[src/rtl/counter_xn_pkg.sv]
// Shared definitions for the multi-channel tick counter: mode encodings,
// bus width and the ceiling-log2 helper used to size the channel select.
package counter_xn_pkg;

    localparam int unsigned DATA_W = 32;

    typedef enum logic [1:0] {
        MODE_ONESHOT  = 2'b00,
        MODE_PERIODIC = 2'b01,
        MODE_SQUARE   = 2'b10,
        MODE_RSVD     = 2'b11
    } mode_e;

    function automatic int unsigned clog2(input int unsigned v);
        int unsigned r;
        r = 0;
        while ((64'd1 << r) < 64'(v)) r = r + 1;
        return r;
    endfunction

endpackage

[src/rtl/counter_xn_if.sv]
// Register-style access bus of the counter block: write strobe, select,
// write data and combinational readback.
interface counter_xn_if
    import counter_xn_pkg::*;
#(
    parameter int unsigned N_CH = 3
);
    localparam int unsigned SEL_W = clog2(N_CH + 1);

    logic              counter_we;
    logic [SEL_W-1:0]  counter_ch;
    logic [DATA_W-1:0] counter_val;
    logic [DATA_W-1:0] counter_out;

    modport master (output counter_we, counter_ch, counter_val, input counter_out);
    modport slave  (input counter_we, counter_ch, counter_val, output counter_out);
endinterface

[src/rtl/counter_xn_chan.sv]
// One counter channel: synchronises its asynchronous tick source, detects
// rising edges and runs the down-counter with its terminal output.
module counter_xn_chan
    import counter_xn_pkg::*;
#(
    parameter int unsigned CNT_W = 32
) (
    input  logic             clk,
    input  logic             rst_n,
    input  logic             clk_src,
    input  logic             load,
    input  logic [CNT_W-1:0] load_val,
    input  mode_e            mode,
    input  logic             en,
    input  logic             out_clr,
    output logic [CNT_W-1:0] count,
    output logic             term_out
);

    logic [1:0]       sync_q;
    logic             prev_q;
    logic [1:0]       warm_q;
    logic [CNT_W-1:0] reload_q;
    logic             tick_c;
    logic             live_c;
    logic             term_c;

    // warm_q keeps the edge detector blind until prev_q holds a post-reset
    // sample, so a source already high at release never looks like an edge.
    always_ff @(posedge clk or negedge rst_n) begin
        if (!rst_n) begin
            sync_q <= 2'b00;
            prev_q <= 1'b0;
            warm_q <= 2'd0;
        end else begin
            sync_q <= {sync_q[0], clk_src};
            prev_q <= sync_q[1];
            if (warm_q != 2'd3) warm_q <= warm_q + 2'd1;
        end
    end

    assign tick_c = sync_q[1] && !prev_q && (warm_q == 2'd3);
    assign live_c = tick_c && en && (mode != MODE_RSVD) && (count != '0);
    assign term_c = live_c && (count == CNT_W'(1));

    always_ff @(posedge clk or negedge rst_n) begin
        if (!rst_n) begin
            count    <= '0;
            reload_q <= '0;
            term_out <= 1'b0;
        end else if (load) begin
            count    <= load_val;
            reload_q <= load_val;
            term_out <= 1'b0;
        end else begin
            if (live_c) count <= term_c ? ((mode == MODE_ONESHOT) ? '0 : reload_q)
                                        : count - CNT_W'(1);
            // Periodic pulses last one cycle; mode change or reserved mode clears.
            if (mode == MODE_PERIODIC && !term_c) term_out <= 1'b0;
            if (term_c) begin
                case (mode)
                    MODE_ONESHOT:  term_out <= 1'b1;
                    MODE_PERIODIC: term_out <= 1'b1;
                    MODE_SQUARE:   term_out <= !term_out;
                    default:       term_out <= 1'b0;
                endcase
            end
            if (mode == MODE_RSVD || out_clr) term_out <= 1'b0;
        end
    end

endmodule

[src/rtl/counter_xn.sv]
// N-channel programmable tick counter: control register, write decode and
// readback mux around N_CH independent channels.
module counter_xn
    import counter_xn_pkg::*;
#(
    parameter int unsigned N_CH  = 3,
    parameter int unsigned CNT_W = 32
) (
    input  logic            clk,
    input  logic            RSTN,
    input  logic [N_CH-1:0] clk_ch,
    counter_xn_if.slave     bus,
    output logic [N_CH-1:0] counter_OUT
);

    localparam int unsigned SEL_W  = clog2(N_CH + 1);
    localparam int unsigned CTRL_W = 3 * N_CH;

    logic [CTRL_W-1:0] ctrl_q;
    logic [CNT_W-1:0]  counts [N_CH];
    logic              ctrl_wr_c;
    logic              unused_val_c;

    assign ctrl_wr_c    = bus.counter_we && (bus.counter_ch == SEL_W'(N_CH));
    // Data bits above the control word or count width are don't-care.
    assign unused_val_c = ^bus.counter_val;

    always_ff @(posedge clk or negedge RSTN) begin
        if (!RSTN) begin
            ctrl_q <= '0;
        end else if (ctrl_wr_c) begin
            ctrl_q <= bus.counter_val[CTRL_W-1:0];
        end
    end

    for (genvar gi = 0; gi < int'(N_CH); gi++) begin : g_chan
        counter_xn_chan #(.CNT_W(CNT_W)) u_chan (
            .clk      (clk),
            .rst_n    (RSTN),
            .clk_src  (clk_ch[gi]),
            .load     (bus.counter_we && (bus.counter_ch == SEL_W'(gi))),
            .load_val (bus.counter_val[CNT_W-1:0]),
            .mode     (mode_e'(ctrl_q[2*gi +: 2])),
            .en       (ctrl_q[2*N_CH + gi]),
            .out_clr  (ctrl_wr_c && (bus.counter_val[2*gi +: 2] != ctrl_q[2*gi +: 2])),
            .count    (counts[gi]),
            .term_out (counter_OUT[gi])
        );
    end

    // Combinational readback; unused select values read as zero.
    always_comb begin
        bus.counter_out = '0;
        if (bus.counter_ch == SEL_W'(N_CH)) bus.counter_out = DATA_W'(ctrl_q);
        for (int i = 0; i < int'(N_CH); i++) begin
            if (bus.counter_ch == SEL_W'(i)) bus.counter_out = DATA_W'(counts[i]);
        end
    end

endmodule
[src/flat_wrapper.sv]
// flat-port wrapper written by rule: the top's interface ports become plain ports
module counter_xn_flat import counter_xn_pkg::*;
#(
    parameter int unsigned N_CH  = 3,
    parameter int unsigned CNT_W = 32
)
  (clk, RSTN, clk_ch, counter_OUT, bus_counter_we, bus_counter_ch, bus_counter_val, bus_counter_out);
  counter_xn_if #(.N_CH(N_CH)) bus_i ();
  input  logic clk;
  input  logic RSTN;
  input  logic [N_CH-1:0] clk_ch;
  output logic [N_CH-1:0] counter_OUT;
  input wire logic [$bits(bus_i.counter_we)-1:0] bus_counter_we;
  input wire logic [$bits(bus_i.counter_ch)-1:0] bus_counter_ch;
  input wire logic [$bits(bus_i.counter_val)-1:0] bus_counter_val;
  output wire logic [$bits(bus_i.counter_out)-1:0] bus_counter_out;
  assign bus_i.counter_we = bus_counter_we;
  assign bus_i.counter_ch = bus_counter_ch;
  assign bus_i.counter_val = bus_counter_val;
  assign bus_counter_out = bus_i.counter_out;
  counter_xn #(.N_CH(N_CH), .CNT_W(CNT_W)) u_core (.clk(clk), .RSTN(RSTN), .clk_ch(clk_ch), .bus(bus_i), .counter_OUT(counter_OUT));
endmodule
[config.mk]
export PLATFORM = sky130hd
export DESIGN_NAME = counter_xn_flat
export DESIGN_NICKNAME = d
export VERILOG_FILES = /design/src/rtl/counter_xn_pkg.sv /design/src/rtl/counter_xn_if.sv /design/src/rtl/counter_xn_chan.sv /design/src/rtl/counter_xn.sv /design/src/flat_wrapper.sv
export SDC_FILE = /design/constraint.sdc
export NUM_CORES = 1
export LEC_CHECK = 0
export ABC_AREA = 0
export BUFFER_PORTS_ARGS = -buffer_cell sky130_fd_sc_hd__buf_2
export CELL_PAD_IN_SITES_DETAIL_PLACEMENT = 1
export CELL_PAD_IN_SITES_GLOBAL_PLACEMENT = 1
export CORE_UTILIZATION = 26
export CTS_BUF_LIST = sky130_fd_sc_hd__clkbuf_8
export CTS_CLUSTER_DIAMETER = 30
export DETAILED_ROUTE_END_ITERATION = 8
export GPL_ROUTABILITY_DRIVEN = 0
export PLACE_DENSITY = 0.58
export SLEW_MARGIN = 5
export SYNTH_ARGS = -nofsm -noshare
export SYNTH_HDL_FRONTEND = slang
export SYNTH_HIERARCHICAL = 1
export SYNTH_SLANG_ARGS = --single-unit
[constraint.sdc]
create_clock -name clk -period 6.48 [get_ports clk]
set_input_delay 0.648 -clock clk [delete_from_list [all_inputs] [get_ports clk]]
set_output_delay 0.648 -clock clk [all_outputs]
set_load 0.02 [all_outputs]
==> parameters.txt, run 1 <==
Parameter                              Value

Setup path
  CP top delay family ... simple AND/OR/NAND/NOR gates
  Reg2Reg Depth ... 10
  Crit Path Category ... reg2reg
  Critical path buffer and inverter count ... 3
  CP max stage delay ... 0.80 ns
  Arrival time of the worst setup path ... 4.68 ns
  CP Capture Type ... flip-flop
  Maximum net fanout on the critical path ... 13
  Most frequent CP cell ... sky130_fd_sc_hd__buf_4
  Cell with the largest stage delay on the worst path ... sky130_fd_sc_hd__nor2_1
  Reg2reg end ... u_core/g_chan[2].u_chan/count[23]
  Internal reg-to-reg setup slack ... 2.34 ns
  CP Data Required Time ... 7.02 ns
  Launching point of the worst reg2reg path ... u_core/g_chan[2].u_chan/count[0]
  Cells traversed along the worst timing path ... inv_1 -> ha_1 -> or4b_1 -> nor4_2 -> a31oi_1 -> buf_4 -> nor2_1 -> buf_4 -> a21oi_1 -> o22ai_1
  Startpoint type of the worst setup path ... flip-flop

Clock tree
  Worst skew pair latency ... 0.63 ns
  Count of instances resized after the clock tree is built ... 0
  Clock tree from TritonCTS ... built
  Clock root buffer master ... sky130_fd_sc_hd__clkbuf_8
  Number of sinks on the clock net ... 219
  Bufs on Longest Clock Path ... 3
  Post-CTS Repair Setup Buffers ... 0
  Number of hold-repair buffers added at the cts stage ... 0
  Clock transition at path regs ... 0.05 ns
  CTS H-tree lvls ... 3
  TritonCTS Buffers ... 67

Route
  Initial DRC count ... 1,115
  Post-DR vias/cell ... 5.61
  Final Routed Wirelength ... 53.2 mm
  First drt pass iteration count ... 5
  Number of vias in the routed layout ... 12.0k
  Final routed wire length divided by cell count ... 24.8 um
  Post-detailed-route DRC marker count ... 0
  Number of nets with antenna violations after detailed routing ... 0

Timing
  RSZ-0062 raised after global routing ... false
  Max-Slew Margin vs Limit ... 21.7%
  Tcrit/Tclk final ... 63.9%
  Worst hold-check slack ... 0.0619 ns
  Maximum frequency from static timing analysis ... 242 MHz
  Setup TNS ... 0 ns
  Final-report hold violation count ... 0
  Final count of negative-setup-slack endpoints ... 0
  Final setup skew ... 0.0292 ns
  Worst Max-Slew Pin Slew ... 1.17 ns
  Fin crit period ... 4.14 ns
  Max-slew violation total from the final report ... 0

Power and ir drop
  Pwr per Cell Area ... 373 nW/um2
  Leakage power of the design ... 6.22 nW
  Worst voltage drop across the vdd grid ... 0.164 mV
  Total power after layout ... 5.76 mW

Final layout
  Layout Area Growth over Synthesis ... 19.0%
  Fraction of layout instances using a drive strength above 1 ... 22.4%
  Highest-count cells in the layout ignoring fill and taps ... sky130_fd_sc_hd__dfrtp_1 (219), sky130_fd_sc_hd__o21ai_0 (101), sky130_fd_sc_hd__nand2_1 (98)
  Final std cells w/o fill ... 2,141
  Finished layout cell area ... 15,400 um2
  Layout filler cell count ... 5,736
  Number of nets at the end of the flow ... 1,474
  Commonest non-fill, non-tap cell in the layout ... sky130_fd_sc_hd__dfrtp_1

Synthesis
  Summed instance area of the synthesized netlist ... 13,000 um2
  Avg Synthesized Cell Area ... 9.68 um2
  Most used flip-flop cell after synthesis ... sky130_fd_sc_hd__dfrtp_1
  Share of synthesized flip-flops with an asynchronous set or reset ... 100%
  EDFF count, synth ... 0
  Seq cells post-synth ... 219
  Number of instances in the synthesized netlist ... 1,340
  Sequential-to-total area share from yosys stat ... 42.3%
  Number of nets in the synthesized netlist ... 1,389
  YS warnings ... 6
  Library cells used by synthesis ... 83

Floorplan
  Die width ... 225 um
  Std-Cell Core Area ... 49,100 um2
  Initial Util ... 26.4%
  Y dimension of the die ... 225 um
  Number of ports placed on the die boundary ... 75
  Die Footprint ... 50,800 um2
  Row Count ... 81

Place
  Placed wire-length estimate ... 38.4 mm
  Post-Place Cell Area ... 14,000 um2
  # port buffers ... 74
  Placed cell count ... 2,020

GRT
  Number of antenna violations at the first check in global routing ... 5
  First-pass GRT wire length ... 81.1 mm
  Number of global-route vias before repair ... 12.3k
  Largest net degree at the start of global routing ... 116
  All-Layer GR Usage ... 21.4%
  Overflow after GRT ... 0

Outcome
  Result of the run ... finished, final reports clean

Job
  Max-capacitance violation count ... 0

Hold path
  Hold/Removal Path Class ... in2async
final cells by class:
cell class	count	area, um2	area share, %
multi-input combinational	996	6920	44.9
sequential	219	5480	35.5
clock buffer	82	1130	7.32
tap	664	831	5.39
timing repair buffer	94	543	3.52
clock inverter	38	345	2.24
inverter	47	176	1.14
antenna	1	2.50	0.0162
synthesized netlist by cell type, types with 18 or more instances:
master,instances,area [um2]
sky130_fd_sc_hd__mux2_2,65,732
sky130_fd_sc_hd__nand3_1,35,175
sky130_fd_sc_hd__mux2i_1,23,230
sky130_fd_sc_hd__a21oi_1,56,280
sky130_fd_sc_hd__nand2_1,98,368
sky130_fd_sc_hd__o21ai_0,101,505
sky130_fd_sc_hd__dfrtp_1,219,5480
sky130_fd_sc_hd__xnor2_1,31,272
sky130_fd_sc_hd__o2bb2ai_1,30,263
sky130_fd_sc_hd__nor3_1,47,235
sky130_fd_sc_hd__a22oi_1,22,165
sky130_fd_sc_hd__a211oi_1,18,135
sky130_fd_sc_hd__clkbuf_1,50,188
sky130_fd_sc_hd__inv_1,44,165
sky130_fd_sc_hd__nor2_1,85,319
sky130_fd_sc_hd__a31oi_1,18,113
sky130_fd_sc_hd__o21ai_1,32,160
sky130_fd_sc_hd__nor4_1,32,200
sky130_fd_sc_hd__o31ai_1,18,135
worst max path at each step:
stage                                     start                           endpoint  slack, ns  cells after the start
2_1_floorplan  u_core/g_chan[1].u_chan/count[0]  u_core/g_chan[1].u_chan/count[19]       3.70                      8
3_5_place_dp   u_core/g_chan[2].u_chan/count[0]  u_core/g_chan[2].u_chan/count[23]       2.51                     10
3_3_place_gp   u_core/g_chan[2].u_chan/count[0]  u_core/g_chan[2].u_chan/count[23]       2.47                     10
5_1_grt        u_core/g_chan[2].u_chan/count[0]  u_core/g_chan[2].u_chan/count[23]       2.18                     10
4_1_cts        u_core/g_chan[2].u_chan/count[0]  u_core/g_chan[2].u_chan/count[23]       2.47                     10
6_report       u_core/g_chan[2].u_chan/count[0]  u_core/g_chan[2].u_chan/count[23]       2.34                     10
cell families after synthesis:
group                    share of synthesized area [%]
AO/OA/AOI/OAI                                     21.7
XOR/XNOR                                          2.70
adder cells (fa/ha/maj)                          0.868
buffers and inverters                             4.53
flip-flops                                        42.3
multiplexers                                      9.07
AND/OR/NAND/NOR                                   18.9
stage by stage:
stage          setup WS, ns  utilization [%]
2_1_floorplan          3.70                -
3_3_place_gp           2.47             28.4
3_5_place_dp           2.51             28.4
4_1_cts                2.47             31.4
5_1_grt                2.18             31.4
6_report               2.34             31.5
layer usage:
metal	share of wire, %	global-route usage [%]	wire length [um]
met1	46	30.1	24300
met2	44	31.4	23400
met3	6.8	5.06	3620
met4	3.5	8.58	1890
met5	0.039	0	21
power by group:
group          total (mW)  leakage (nW)  internal (mW)  switching (mW)
clock network        2.18         0.798           1.35           0.824
registers            2.10          2.67           1.65           0.450
logic                1.48          2.74          0.575           0.902
total                5.76          6.22           3.58            2.18
state kept, by name (all words and copies together) (netlist names):
signal                         flops
u_core/g_chan.u_chan/count        96
u_core/g_chan.u_chan/reload_q     96
u_core/ctrl_q                      9
u_core/g_chan.u_chan/sync_q        6
u_core/g_chan.u_chan/warm_q        6
u_core/g_chan.u_chan/prev_q        3
u_core/g_chan.u_chan/term_out      3
(Power assumes the default switching activity.)
==> run 2: changes to the inputs <==
Clock period 6.48 ns to 4 ns, I/O delays scaled along.
==> run 2 against run 1 <==
  * Sequential share of layout area shrank 1.2 points
  * Die area is the same
  * Design area grew 3.4%
  * Worst hold slack gained 0.11 ns
  * Wire length shrank 1.3%
  * Clock power grew 87%
  * Global-route usage shrank 0.33 points
  * Critical path type unchanged
  * Critical endpoint is now u_core/g_chan[1].u_chan/count[23]
  * Highest routed layer is now met4
==> parameters.txt, run 2 (synthesized netlist as in run 1, its figures left out) <==
Parameter                              Value

GRT
  Number of antenna violations at the first check in global routing ... 1 (was 5)
  All-Layer GR Usage ... 21.1% (was 21.4%)
  First-pass GRT wire length ... 80.5 mm (was 81.1 mm)
  Number of global-route vias before repair ... 12.5k (was 12.3k)
  Largest net degree at the start of global routing ... 109 (was 116)
  Overflow after GRT ... 0 (unchanged)

Route
  First drt pass iteration count ... 5 (unchanged)
  Number of nets with antenna violations after detailed routing ... 0 (unchanged)
  Final Routed Wirelength ... 52.5 mm (was 53.2 mm)
  Post-detailed-route DRC marker count ... 0 (unchanged)
  Post-DR vias/cell ... 5.48 (was 5.61)
  Number of vias in the routed layout ... 12.0k (about the same)
  Initial DRC count ... 942 (was 1,115)
  Final routed wire length divided by cell count ... 24.1 um (was 24.8 um)

Setup path
  Arrival time of the worst setup path ... 3.99 ns (was 4.68 ns)
  Cell with the largest stage delay on the worst path ... sky130_fd_sc_hd__or4b_1 (was sky130_fd_sc_hd__nor2_1)
  Reg2Reg Depth ... 9 (was 10)
  CP Capture Type ... flip-flop (unchanged)
  CP top delay family ... simple AND/OR/NAND/NOR gates (unchanged)
  Startpoint type of the worst setup path ... flip-flop (unchanged)
  CP max stage delay ... 0.65 ns (was 0.80 ns)
  Crit Path Category ... reg2reg (unchanged)
  Stages on the worst setup path ... 9 (was 10)
  Reg2reg end ... u_core/g_chan[1].u_chan/count[23] (was u_core/g_chan[2].u_chan/count[23])
  Launching point of the worst reg2reg path ... u_core/g_chan[1].u_chan/count[0] (was u_core/g_chan[2].u_chan/count[0])
  Internal reg-to-reg setup slack ... 0.53 ns (was 2.34 ns)
  Maximum net fanout on the critical path ... 13 (unchanged)
  CP Data Required Time ... 4.52 ns (was 7.02 ns)
  Cells traversed along the worst timing path ... inv_1 -> ha_1 -> or4b_1 -> nor4_2 -> a31oi_1 -> nor2_1 -> buf_4 -> a21oi_1 -> o22ai_1 (was inv_1 -> ha_1 -> or4b_1 -> nor4_2 -> a31oi_1 -> buf_4 -> nor2_1 -> buf_4 -> a21oi_1 -> o22ai_1)
  Critical path buffer and inverter count ... 2 (was 3)

Power and ir drop
  Net load switching power ... 3.49 mW (was 2.18 mW)
  Internal Dissipation ... 6.40 mW (was 3.58 mW)
  Total power after layout ... 9.89 mW (was 5.76 mW)
  Net Sw Frac ... 35.3% (was 37.8%)
  Portion of total power attributed to combinational logic ... 24.7% (was 25.7%)
  Leakage power of the design ... 6.50 nW (was 6.22 nW)
  Part of the total power dissipated in sequential elements ... 34.2% (was 36.5%)
  Pwr per Cell Area ... 620 nW/um2 (was 373 nW/um2)
  Worst voltage drop across the vdd grid ... 0.278 mV (was 0.164 mV)
  Clock power frac ... 41.1% (was 37.8%)

Clock tree
  Clock root buffer master ... sky130_fd_sc_hd__clkbuf_8 (unchanged)
  CTS H-tree lvls ... 3 (unchanged)
  Number of sinks on the clock net ... 219 (unchanged)
  Post-CTS Repair Setup Buffers ... 0 (unchanged)
  Worst skew pair latency ... 0.60 ns (was 0.63 ns)
  Clock tree from TritonCTS ... built (unchanged)
  TritonCTS Buffers ... 73 (was 67)
  Count of instances resized after the clock tree is built ... 0 (unchanged)
  Bufs on Longest Clock Path ... 3 (unchanged)
  Clock transition at path regs ... 0.04 ns (was 0.05 ns)

Timing
  Tcrit/Tclk final ... 86.8% (was 63.9%)
  Setup TNS ... 0 ns (unchanged)
  Final count of negative-setup-slack endpoints ... 0 (unchanged)
  RSZ-0062 raised after global routing ... false (unchanged)
  Maximum frequency from static timing analysis ... 288 MHz (was 242 MHz)
  Final-report hold violation count ... 0 (unchanged)
  Max-Slew Margin vs Limit ... 32.2% (was 21.7%)
  Fin crit period ... 3.47 ns (was 4.14 ns)
  Final setup skew ... 0.0294 ns (was 0.0292 ns)
  Setup ws final ... 0.526 ns (was 2.34 ns)
  Worst hold-check slack ... 0.172 ns (was 0.0619 ns)
  Worst Max-Slew Pin Slew ... 1.01 ns (was 1.17 ns)
  Max-slew violation total from the final report ... 0 (unchanged)

Hold path
  Worst Hold Path Cells ... 3
  Hold/Removal Path Class ... in2reg (was in2async)
  End of the worst hold path ... u_core/g_chan[0].u_chan/reload_q[21]
  Hold_sp ... bus_counter_val[21]

Floorplan
  Std-Cell Core Area ... 49,100 um2 (unchanged)
  Number of ports placed on the die boundary ... 75 (unchanged)
  Die width ... 225 um (unchanged)
  Y dimension of the die ... 225 um (unchanged)
  Initial Util ... 26.4% (unchanged)
  Die Footprint ... 50,800 um2 (unchanged)
  Row Count ... 81 (unchanged)

Place
  Worst setup slack before clock tree synthesis ... 0.571 ns (was 2.51 ns)
  Post-Place Cell Area ... 14,200 um2 (was 14,000 um2)
  # port buffers ... 74 (unchanged)
  Placed wire-length estimate ... 38.4 mm (about the same)

Final layout
  Highest-count cells in the layout ignoring fill and taps ... sky130_fd_sc_hd__dfrtp_1 (219), sky130_fd_sc_hd__clkbuf_8 (101), sky130_fd_sc_hd__o21ai_0 (101) (was sky130_fd_sc_hd__dfrtp_1 (219), sky130_fd_sc_hd__o21ai_0 (101), sky130_fd_sc_hd__nand2_1 (98))
  Commonest non-fill, non-tap cell in the layout ... sky130_fd_sc_hd__dfrtp_1 (unchanged)
  Layout filler cell count ... 5,692 (was 5,736)
  Registers with the highest flip-flop counts ... u_core/g_chan.u_chan/count: 96 flops, u_core/g_chan.u_chan/reload_q: 96 flops, u_core/ctrl_q: 9 flops (unchanged)
  Fraction of layout instances using a drive strength above 1 ... 24.3% (was 22.4%)
  Finished layout cell area ... 15,900 um2 (was 15,400 um2)
  Layout Area Growth over Synthesis ... 23.0% (was 19.0%)
  Number of nets at the end of the flow ... 1,511 (was 1,474)

Outcome
  Result of the run ... finished, final reports clean (unchanged)

Job
  Max-capacitance violation count ... 0 (unchanged)
run 2: area by class of cell:
class / count / area, um2 / share of cell area [%]
diodes: 1 / 2.50 / 0.0157
clock buffers: 101 / 1390 / 8.72
clock inverters: 30 / 349 / 2.19
inverters: 47 / 176 / 1.11
multi-input cells: 996 / 6920 / 43.4
flip-flops and latches: 219 / 5480 / 34.4
well taps: 664 / 831 / 5.21
repair buffers: 125 / 798 / 5.01
run 2: power by group through the flow:
stage	combinational, mW	clock, mW	sequential [mW]
2_1_floorplan	1.68	0	3.10
3_3_place_gp	2.36	0	3.38
3_5_place_dp	2.41	0	3.39
4_1_cts	2.42	4.16	3.36
5_1_grt	2.66	4.29	3.45
6_report	2.44	4.07	3.38
run 2: tightest hold or removal path: cells and delay by family:
kind | cells | cell delay [ns]
AND/OR/NAND/NOR | 2 | 0.16
buffers and inverters | 1 | 0.16
run 2: timing repair:
| action | 4_1_cts | 5_1_grt |
|---|---|---|
| endpoints found under the setup margin | 0 | 0 |
| hold endpoints to repair | 107 | 0 |
| hold buffers | 4 | 0 |
run 2: routing by layer:
metal / global-route usage (%) / share of wire [%]
met1: 28.2 / 46
met2: 33.8 / 46
met3: 3.86 / 5.1
met4: 7.97 / 2.7
met5: 0 / 0
run 2: worst max-delay path by stage:
stage	startpoint	to	slack, ns
global placement	u_core/g_chan[1].u_chan/count[1]	u_core/g_chan[1].u_chan/count[7]	0.57
detailed placement	u_core/g_chan[1].u_chan/count[0]	u_core/g_chan[1].u_chan/count[23]	0.57
CTS	u_core/g_chan[1].u_chan/count[0]	u_core/g_chan[1].u_chan/count[23]	0.57
finish	u_core/g_chan[1].u_chan/count[0]	u_core/g_chan[1].u_chan/count[23]	0.53
global route	u_core/g_chan[1].u_chan/count[1]	u_core/g_chan[1].u_chan/count[23]	0.28
floorplan	u_core/g_chan[1].u_chan/count[0]	u_core/g_chan[1].u_chan/count[19]	1.22
run 2: through the flow:
stage          util [%]  std cells
2_1_floorplan         -       1340
3_3_place_gp       28.9       2047
3_5_place_dp       28.9       2047
4_1_cts            32.5       2182
5_1_grt            32.5       2182
6_report           32.5       2183
